--- config.mk ---
export PLATFORM = sky130hd
export DESIGN_NAME = rr_burst_arbiter
export DESIGN_NICKNAME = d
export VERILOG_FILES = /design/src/rtl/rr_burst_arbiter_pkg.sv /design/src/rtl/rr_pick.sv /design/src/rtl/rr_burst_arbiter.sv
export SDC_FILE = /design/constraint.sdc
export NUM_CORES = 1
export LEC_CHECK = 0
export CAP_MARGIN = 20
export CORE_MARGIN = 2
export CORE_UTILIZATION = 60
export CTS_CLUSTER_DIAMETER = 100
export DETAILED_ROUTE_END_ITERATION = 10
export DONT_BUFFER_PORTS = 1
export PLACE_DENSITY = 0.72
export SYNTH_ARGS = -nofsm -noshare
export SYNTH_HDL_FRONTEND = slang
export SYNTH_SLANG_ARGS = --single-unit
--- constraint.sdc ---
create_clock -name clk -period 2.9 [get_ports clk]
set_input_delay 0.58 -clock clk [delete_from_list [all_inputs] [get_ports clk]]
set_output_delay 0.58 -clock clk [all_outputs]
set_load 0.05 [all_outputs]
--- src/rtl/rr_burst_arbiter_pkg.sv ---
// rtl/rr_burst_arbiter_pkg.sv - shared types, defaults and round-robin helpers for the burst arbiter
package rr_burst_arbiter_pkg;

    localparam int N_IN_DEF = 4;
    localparam int W_DEF    = 8;
    localparam int MAX_N    = 16;
    localparam int MAX_CW   = 4;

    typedef enum logic {
        ST_UNLOCKED = 1'b0,
        ST_LOCKED   = 1'b1
    } lock_state_t;

    function automatic int calc_cw(input int n);
        return (n > 1) ? $clog2(n) : 1;
    endfunction

    function automatic logic [MAX_CW-1:0] onehot_to_idx(input logic [MAX_N-1:0] oh);
        logic [MAX_CW-1:0] idx;
        idx = '0;
        for (int k = 0; k < MAX_N; k++) begin
            if (oh[k]) begin
                idx = idx | MAX_CW'(k);
            end
        end
        return idx;
    endfunction

    // Mask off everything at or below last, take the lowest survivor; if none, wrap to lowest overall.
    function automatic logic [MAX_N-1:0] rr_select(input logic [MAX_N-1:0] req,
                                                   input logic [MAX_CW-1:0] last);
        logic [MAX_N-1:0]  upper;
        logic [MAX_N-1:0]  masked;
        logic [MAX_N-1:0]  pick;
        logic [MAX_CW:0]   shamt;
        shamt  = {1'b0, last} + (MAX_CW+1)'(1);
        upper  = {MAX_N{1'b1}} << shamt;
        masked = req & upper;
        if (|masked) begin
            pick = masked & (~masked + MAX_N'(1));
        end else begin
            pick = req & (~req + MAX_N'(1));
        end
        return pick;
    endfunction

endpackage

--- src/rtl/rr_pick.sv ---
// rtl/rr_pick.sv - combinational round-robin pick: one-hot grant, index and any-flag
module rr_pick
    import rr_burst_arbiter_pkg::*;
#(
    parameter  int N_IN = N_IN_DEF,
    localparam int CW   = calc_cw(N_IN)
) (
    input  logic [N_IN-1:0] i_req,
    input  logic [CW-1:0]   i_last_grant,
    output logic [N_IN-1:0] o_grant_oh,
    output logic [CW-1:0]   o_grant_idx,
    output logic            o_any
);

    logic [MAX_N-1:0]  w_req_ext;
    logic [MAX_N-1:0]  w_oh_ext;
    logic [MAX_CW-1:0] w_last_ext;
    logic [MAX_CW-1:0] w_idx_ext;
    logic              w_unused_hi;

    assign w_req_ext   = MAX_N'(i_req);
    assign w_last_ext  = MAX_CW'(i_last_grant);
    assign w_oh_ext    = rr_select(w_req_ext, w_last_ext);
    assign w_idx_ext   = onehot_to_idx(w_oh_ext);

    assign o_grant_oh  = w_oh_ext[N_IN-1:0];
    assign o_grant_idx = w_idx_ext[CW-1:0];
    assign o_any       = |i_req;

    // Upper bits are structurally zero for N_IN below the helper width.
    assign w_unused_hi = ^{w_oh_ext, w_idx_ext};

endmodule

--- src/rtl/rr_burst_arbiter.sv ---
// rtl/rr_burst_arbiter.sv - round-robin arbiter with burst locking and a registered output stage
module rr_burst_arbiter
    import rr_burst_arbiter_pkg::*;
#(
    parameter  int N_IN = N_IN_DEF,
    parameter  int W    = W_DEF,
    localparam int CW   = calc_cw(N_IN)
) (
    input  logic              clk,
    input  logic              reset_n,
    input  logic [N_IN-1:0]   io_in_valid,
    output logic [N_IN-1:0]   io_in_ready,
    input  logic [N_IN*W-1:0] io_in_bits,
    input  logic [N_IN-1:0]   io_in_last,
    output logic              io_out_valid,
    input  logic              io_out_ready,
    output logic [W-1:0]      io_out_bits,
    output logic              io_out_last,
    output logic [CW-1:0]     io_out_chosen,
    output logic              io_locked
);

    lock_state_t     r_state;
    logic [CW-1:0]   r_lock_idx;
    logic [CW-1:0]   r_last_grant;
    logic            r_out_valid;
    logic [W-1:0]    r_out_bits;
    logic            r_out_last;
    logic [CW-1:0]   r_out_chosen;

    logic            w_can_load;
    logic [N_IN-1:0] w_lock_mask;
    logic [N_IN-1:0] w_req;
    logic [N_IN-1:0] w_grant_oh;
    logic [CW-1:0]   w_grant_idx;
    logic            w_any;
    logic [N_IN-1:0] w_in_ready;
    logic            w_accept;
    logic [W-1:0]    w_sel_bits;
    logic            w_sel_last;

    assign w_can_load  = !r_out_valid | io_out_ready;

    // While locked only the owning requester may compete, so idle owners stall the channel.
    assign w_lock_mask = N_IN'(1) << r_lock_idx;
    assign w_req       = (r_state == ST_LOCKED) ? (io_in_valid & w_lock_mask) : io_in_valid;

    rr_pick #(
        .N_IN (N_IN)
    ) u_pick (
        .i_req        (w_req),
        .i_last_grant (r_last_grant),
        .o_grant_oh   (w_grant_oh),
        .o_grant_idx  (w_grant_idx),
        .o_any        (w_any)
    );

    assign w_in_ready  = (w_can_load && w_any) ? w_grant_oh : '0;
    assign w_accept    = |(io_in_valid & w_in_ready);
    assign w_sel_bits  = io_in_bits[w_grant_idx*W +: W];
    assign w_sel_last  = io_in_last[w_grant_idx];

    always_ff @(posedge clk or negedge reset_n) begin
        if (!reset_n) begin
            r_state      <= ST_UNLOCKED;
            r_lock_idx   <= '0;
            r_last_grant <= CW'(N_IN - 1);
            r_out_valid  <= 1'b0;
            r_out_bits   <= '0;
            r_out_last   <= 1'b0;
            r_out_chosen <= '0;
        end else begin
            if (w_accept) begin
                r_out_valid  <= 1'b1;
                r_out_bits   <= w_sel_bits;
                r_out_last   <= w_sel_last;
                r_out_chosen <= w_grant_idx;
                r_last_grant <= w_grant_idx;
                case (r_state)
                    ST_UNLOCKED: begin
                        if (!w_sel_last) begin
                            r_state    <= ST_LOCKED;
                            r_lock_idx <= w_grant_idx;
                        end
                    end
                    ST_LOCKED: begin
                        if (w_sel_last) begin
                            r_state <= ST_UNLOCKED;
                        end
                    end
                    default: r_state <= ST_UNLOCKED;
                endcase
            end else if (io_out_ready) begin
                r_out_valid <= 1'b0;
            end
        end
    end

    assign io_in_ready   = w_in_ready;
    assign io_out_valid  = r_out_valid;
    assign io_out_bits   = r_out_bits;
    assign io_out_last   = r_out_last;
    assign io_out_chosen = r_out_chosen;
    assign io_locked     = (r_state == ST_LOCKED);

endmodule
==> metrics.txt, run 1 <==
initial DRC count 8; Chip Height around 50 µm; ys async rst share 1.00; r2r setup slk roughly 0.35 ns; Ys Warns 0; Worst setup EP type output port; final hold violation count 0; Area Overhead vs Synth 8.75%; Clock Sinks 17; final setup vio count 0; Tcrit/Tclk final 0.956; GRT overflow 0; register area 429 µm²; CP max-delay cell or4b_1; Layout Nets about 170; DP Wirelength around 2.1 mm; Post-synth EDFFs 0; routed vias/inst 6.00; RSZ-0062 raised after global routing no; hold_ws ~0.14 ns; fill cell count roughly 180; clock root cell clkbuf_4; Post-synth top flop dfrtp_1; Core ar. 0.00196 mm²; syn nets 165; H-Tree Depth 1; Worst-Margin Slew between 0.6 and 0.7 ns; Setup Fix Bufs, Post-CTS 0; vias 942; r2r startpoint r_lock_idx[0]$_DFFE_PN0P_; total power between 2 and 2.5 mW; area of the mapped netlist around 0.0012 mm²; n_diodes 0; share of power burned in registers 0.392; IO Port Bufs 0; worst skew pair latency 0.28 ns; crit path cell chain or4b_1 -> o221ai_2 -> a21o_2 -> nor3_2 -> buf_4; Starting Density 0.634; clock-pin slew on the worst setup and hold paths 0.09 ns; VDD IR max roughly 0.00086 V; die width about 50 µm; MaxCap Viol Count 0; WL per Instance between 15 and 20 µm; vias in the first global route between 900 and 1,000; die footprint about 0.0025 mm²; DRT Pass-1 Iters 4; largest net degree at the start of global routing 16; Critical Path Max Stage Delay 0.59 ns; most frequent cells in the layout mux2i_1 (20), nand2_1 (15), dfrtp_1 (14), buf_4 (9), mux2_2 (8); clock share of power 0.060; overall routing resource usage 0.221; Post-route DRC 0; Sw Share 0.540; final setup skew about 0.0058 ns; pwr/cell area approximately 1500 mW/mm²; reg2reg path depth 7; sequential share of the synthesized area 0.344; first-pass GRT wire length about 4.2 mm; max_slew headroom 0.553; CP top delay family simple AND/OR/NAND/NOR gates; gpl congestion approximately 0.92; CTS tree yes; worst path bufs/invs 1; total CTS buffers 3; status completed; Max Clock Freq roughly 360 MHz; FP Rows 16; Post-Route WL 2.56 mm; max-slew violation count 0; share of cells above drive strength 1 0.308; r2r endpoint io_out_bits[6]$_DFFE_PN0P_; Yosys cell types 44; Final Critical Period ~2.8 ns; Avg Inst Size Synth a little over 10 µm²; Combinational Power Share 0.548; Multi-input gate area 774 µm²; Worst EP required approximately 2.3 ns; dpl cells approximately 150; Critical Path Fanout Max 14; final core utilization 0.689; antenna violations before repair 0; Setup CP Type reg -> out; number of routed nets with antenna violations 0; Psw between 1 and 1.5 mW; class of the worst hold path in -> async; leakage power figure approximately 0.63 nW; CTS Buffer Depth 2; FF+latch count, synth 17; most common cell after layout, fill and taps aside mux2i_1; final cell count without fillers between 150 and 200; arrival time at the worst endpoint between 2 and 2.5 ns; Startpoint Class flop; I/O Pins 60; P_int 921 µW; synthesized instance count 122
[kinds of logic after synthesis]
group / Yosys count / share of synthesized area
buffers and inverters: 9 / 0.0503
AOI/OAI and AO/OA: 28 / 0.185
muxes: 29 / 0.242
DFF: 17 / 0.344
and+or+nand+nor: 39 / 0.178
[metrics by stage]
stage,worst slack (ns),setup TNS (ns),instance area (µm²)
6_report,0.129,0,1350
5_1_grt,0.00695,0,1350
4_1_cts,0.0653,0,1350
3_5_place_dp,0.281,0,1310
3_3_place_gp,0.328,0,1310
2_1_floorplan,-0.0452,-0.0794,1260
[power groups by stage]
stage | Combinational [mW] | Sequential [mW] | Clock [mW]
finish | 1.10 | 0.784 | 0.120
global route | 1.21 | 0.801 | 0.137
CTS | 1.10 | 0.781 | 0.124
detailed placement | 1.10 | 0.785 | 0
global placement | 1.07 | 0.783 | 0
floorplan | 0.931 | 0.773 | 0
[how the worst max path moves through the flow]
stage                                             to  slack, ns  depth (start not counted)                       from
after detailed placement   r_lock_idx[1]$_DFFE_PN0P_       0.28                          7  r_lock_idx[0]$_DFFE_PN0P_
after global routing                  io_in_ready[1]      0.007                          5  r_lock_idx[0]$_DFFE_PN0P_
final                                 io_in_ready[2]       0.13                          5  r_lock_idx[0]$_DFFE_PN0P_
after floorplan                       io_in_ready[0]      -0.05                          6      io_locked$_DFFE_PN0P_
after global placement    io_out_bits[6]$_DFFE_PN0P_       0.33                          7      io_locked$_DFFE_PN0P_
after CTS                             io_in_ready[1]       0.07                          5      io_locked$_DFFE_PN0P_
[cell usage after synthesis, types with 2 or more instances]
master,instances,area [µm²]
mux2_2,8,90.1
mux2i_1,20,200
clkbuf_1,2,7.51
dfstp_2,2,52.6
dfrtp_1,15,375
inv_1,3,11.3
nand3_1,2,10.0
a21o_1,2,15.0
o21ai_1,7,35.0
nand4b_1,2,17.5
nor2_1,3,11.3
nor3_1,3,15.0
nand2b_1,3,18.8
a21oi_1,4,20.0
o21ai_0,2,10.0
buf_6,2,22.5
nand2_1,15,56.3
[registers in the layout, indices dropped and copies added, names as in the netlist]
signal,cells
io_out_bits,8
io_out_valid,1
io_locked,1
r_last_grant,2
io_out_chosen,2
r_lock_idx,2
io_out_last,1
[worst register-to-register path, stage by stage, from the launching register on]
cell and delay, ns:
dfrtp_1 0.51, or4b_1 0.59, o221ai_2 0.15, o221ai_1 0.22
and2b_1 0.40, mux2i_1 0.19, mux2_2 0.27, o21ai_0 0.15
[what timing repair did]
action | in CTS | in global routing
endpoints found under the hold margin | 15 | 0
gates resized for setup | 0 | 2
hold buffers | 1 | 0
setup endpoints to repair | 0 | 3
[metal layers]
metal | global-route usage | up-vias | part of all wire
met3 | 0.0697 | 2 | 0.078
li1 | - | 465 | -
met1 | 0.279 | 434 | 0.43
met2 | 0.369 | 41 | 0.49
met5 | 0 | - | 0
met4 | 0.0509 | 0 | 0.0051
[area by class of cell]
type                    count  share of cell area
multi-input cells          96               0.573
flip-flops and latches     17               0.317
repair buffers             10              0.0574
well taps                  27              0.0250
clock buffers               4              0.0194
inverters                   3             0.00833
Note: power is estimated with default switching activity, not from simulation.
==> run 2: changes to the inputs <==
==> constraint.sdc (replaced) <==
create_clock -name clk -period 2.9 [get_ports clk]
set_input_delay 0.435 -clock clk [delete_from_list [all_inputs] [get_ports clk]]
set_output_delay 0.435 -clock clk [all_outputs]
set_load 0.05 [all_outputs]
==> metrics.txt, run 2 (synthesis results as in run 1) <==
n_diodes 0 (unchanged); final setup vio count 0 (unchanged); Core ar. 0.00196 mm² (unchanged); reg2reg path depth 7 (unchanged); clock-pin slew on the worst setup and hold paths 0.09 ns (about the same); RSZ-0062 raised after global routing no; Area Overhead vs Synth 7.04%; Worst-Margin Slew 0.887 ns (+0.218 ns); Chip Height 49.5 µm (unchanged); final hold violation count 0 (unchanged); Post-route DRC 0 (unchanged); Worst setup EP type output port; most common cell after layout, fill and taps aside mux2i_1; routed vias/inst 6.46 (+7.7%); max_slew headroom 0.406 (-0.147); CTS tree yes; Multi-input gate area 768 µm² (-0.81%); hold_ws 0.398 ns (+0.262 ns); clock root cell clkbuf_4; Setup CP Type reg -> out; Clock Sinks 17 (unchanged); setup TNS 0 ns (unchanged); VDD IR max 0.000819 V (-4.3%); Tcrit/Tclk final 0.953 (-0.00215); Final Critical Period 2.76 ns (-0.00625 ns); antenna violations before repair 0 (unchanged); Critical Path Fanout Max 10 (-4); IO Port Bufs 0 (unchanged); total power 2.01 mW (+0.50%); overall routing resource usage 0.257 (+0.0356); max-slew violation count 0 (unchanged); Max Clock Freq 362 MHz (+0.23%); pwr/cell area 1510 mW/mm² (+2.1%); Startpoint Class flop; largest net degree at the start of global routing 21 (+5); H-Tree Depth 1 (unchanged); I/O Pins 60 (unchanged); die width 49.5 µm (unchanged); FP Rows 16 (unchanged); final setup skew 0.00883 ns (+0.00308 ns); first-pass GRT wire length 4.78 mm (+14%); MaxCap Viol Count 0 (unchanged); die footprint 0.00245 mm² (unchanged); most frequent cells in the layout mux2i_1 (20), nand2_1 (15), dfrtp_1 (15), mux2_2 (8); gpl congestion 0.862 (-5.8%); Worst EP required 2.47 ns (+0.15 ns); max reg flops 8 (unchanged); Starting Density 0.634 (unchanged); Hold Path Cell Cnt 2; total CTS buffers 3 (unchanged); WL per Instance 18.8 µm (+15%); Post-CTS Resized 0 (unchanged); DRT Pass-1 Iters 3 (-1); Layout Nets 172 (-1.1%); initial DRC count 18 (+10); GRT overflow 0 (unchanged); leakage power figure 0.621 nW (-1.1%); worst skew pair latency 0.30 ns (+0.02 ns); vias 1,002 (+6.4%); CTS Buffer Depth 2 (unchanged); arrival time at the worst endpoint 2.33 ns (+0.14 ns); fill cell count 177 (+0.57%); class of the worst hold path in -> reg; Post-Route WL 2.92 mm (+14%); share of cells above drive strength 1 0.289 (-0.0186); register area 428 µm² (-0.29%); number of routed nets with antenna violations 0 (unchanged); status completed; DP Wirelength 2.27 mm (+11%); vias in the first global route 1,037 (+11%)
## run 2: timing repair
| action | 4_1_cts | 5_1_grt |
|---|---|---|
| buffers inserted | 0 | 0 |
| hold buffers | 1 | 0 |
| hold endpoints to repair | 17 | 0 |
## run 2: routing by layer
metal / GRT usage / up-vias / wire length, µm
met5: 0 / - / 0
met4: 0.120 / 0 / 70
met3: 0.0788 / 9 / 224
met2: 0.424 / 43 / 1460
met1: 0.303 / 491 / 1170
li1: - / 459 / -
## run 2: stage by stage
stage	util	area (µm²)	setup slack [ns]	cells
floorplan	-	1260	0.0998	122
CTS	0.679	1330	0.127	155
finish	0.679	1330	0.135	155
global placement	0.659	1290	0.509	150
global route	0.679	1330	0.0147	155
detailed placement	0.659	1290	0.361	150
## run 2: final cells by class
class | count | share of cell area
multi-input combinational | 96 | 0.577
sequential | 17 | 0.321
timing repair buffer | 8 | 0.0470
tap | 27 | 0.0254
clock buffer | 3 | 0.0169
inverter | 3 | 0.00846
clock inverter | 1 | 0.00376
## run 2: power by group
| group | internal, mW | total (mW) | switching (mW) |
|---|---|---|---|
| combinational | 0.483 | 1.08 | 0.599 |
| clock | 0.0514 | 0.130 | 0.0787 |
| sequential | 0.366 | 0.800 | 0.435 |
## run 2: path summary, 6_finish.rpt
kind	from	to	slack, ns
worst max-delay path	r_lock_idx[0]$_DFFE_PN0P_	io_in_ready[3]	0.14
worst min-delay path	io_out_ready	io_out_valid$_DFFE_PN0P_	0.40
worst max register to register	r_lock_idx[0]$_DFFE_PN0P_	io_out_bits[0]$_DFFE_PN0P_	0.35
worst min register to register	r_last_grant[0]$_DFFE_PN1P_	r_last_grant[0]$_DFFE_PN1P_	0.55
max in group asynchronous	reset_n	r_lock_idx[0]$_DFFE_PN0P_	1.78
min in group asynchronous	reset_n	io_out_chosen[0]$_DFFE_PN0P_	0.64
## run 2: critical path, stage by stage, from the launching register on
cell and delay [ns]:
dfrtp_1 0.50, or4b_1 0.59, o221ai_2 0.15, o21ai_4 0.12, nor3_2 0.68
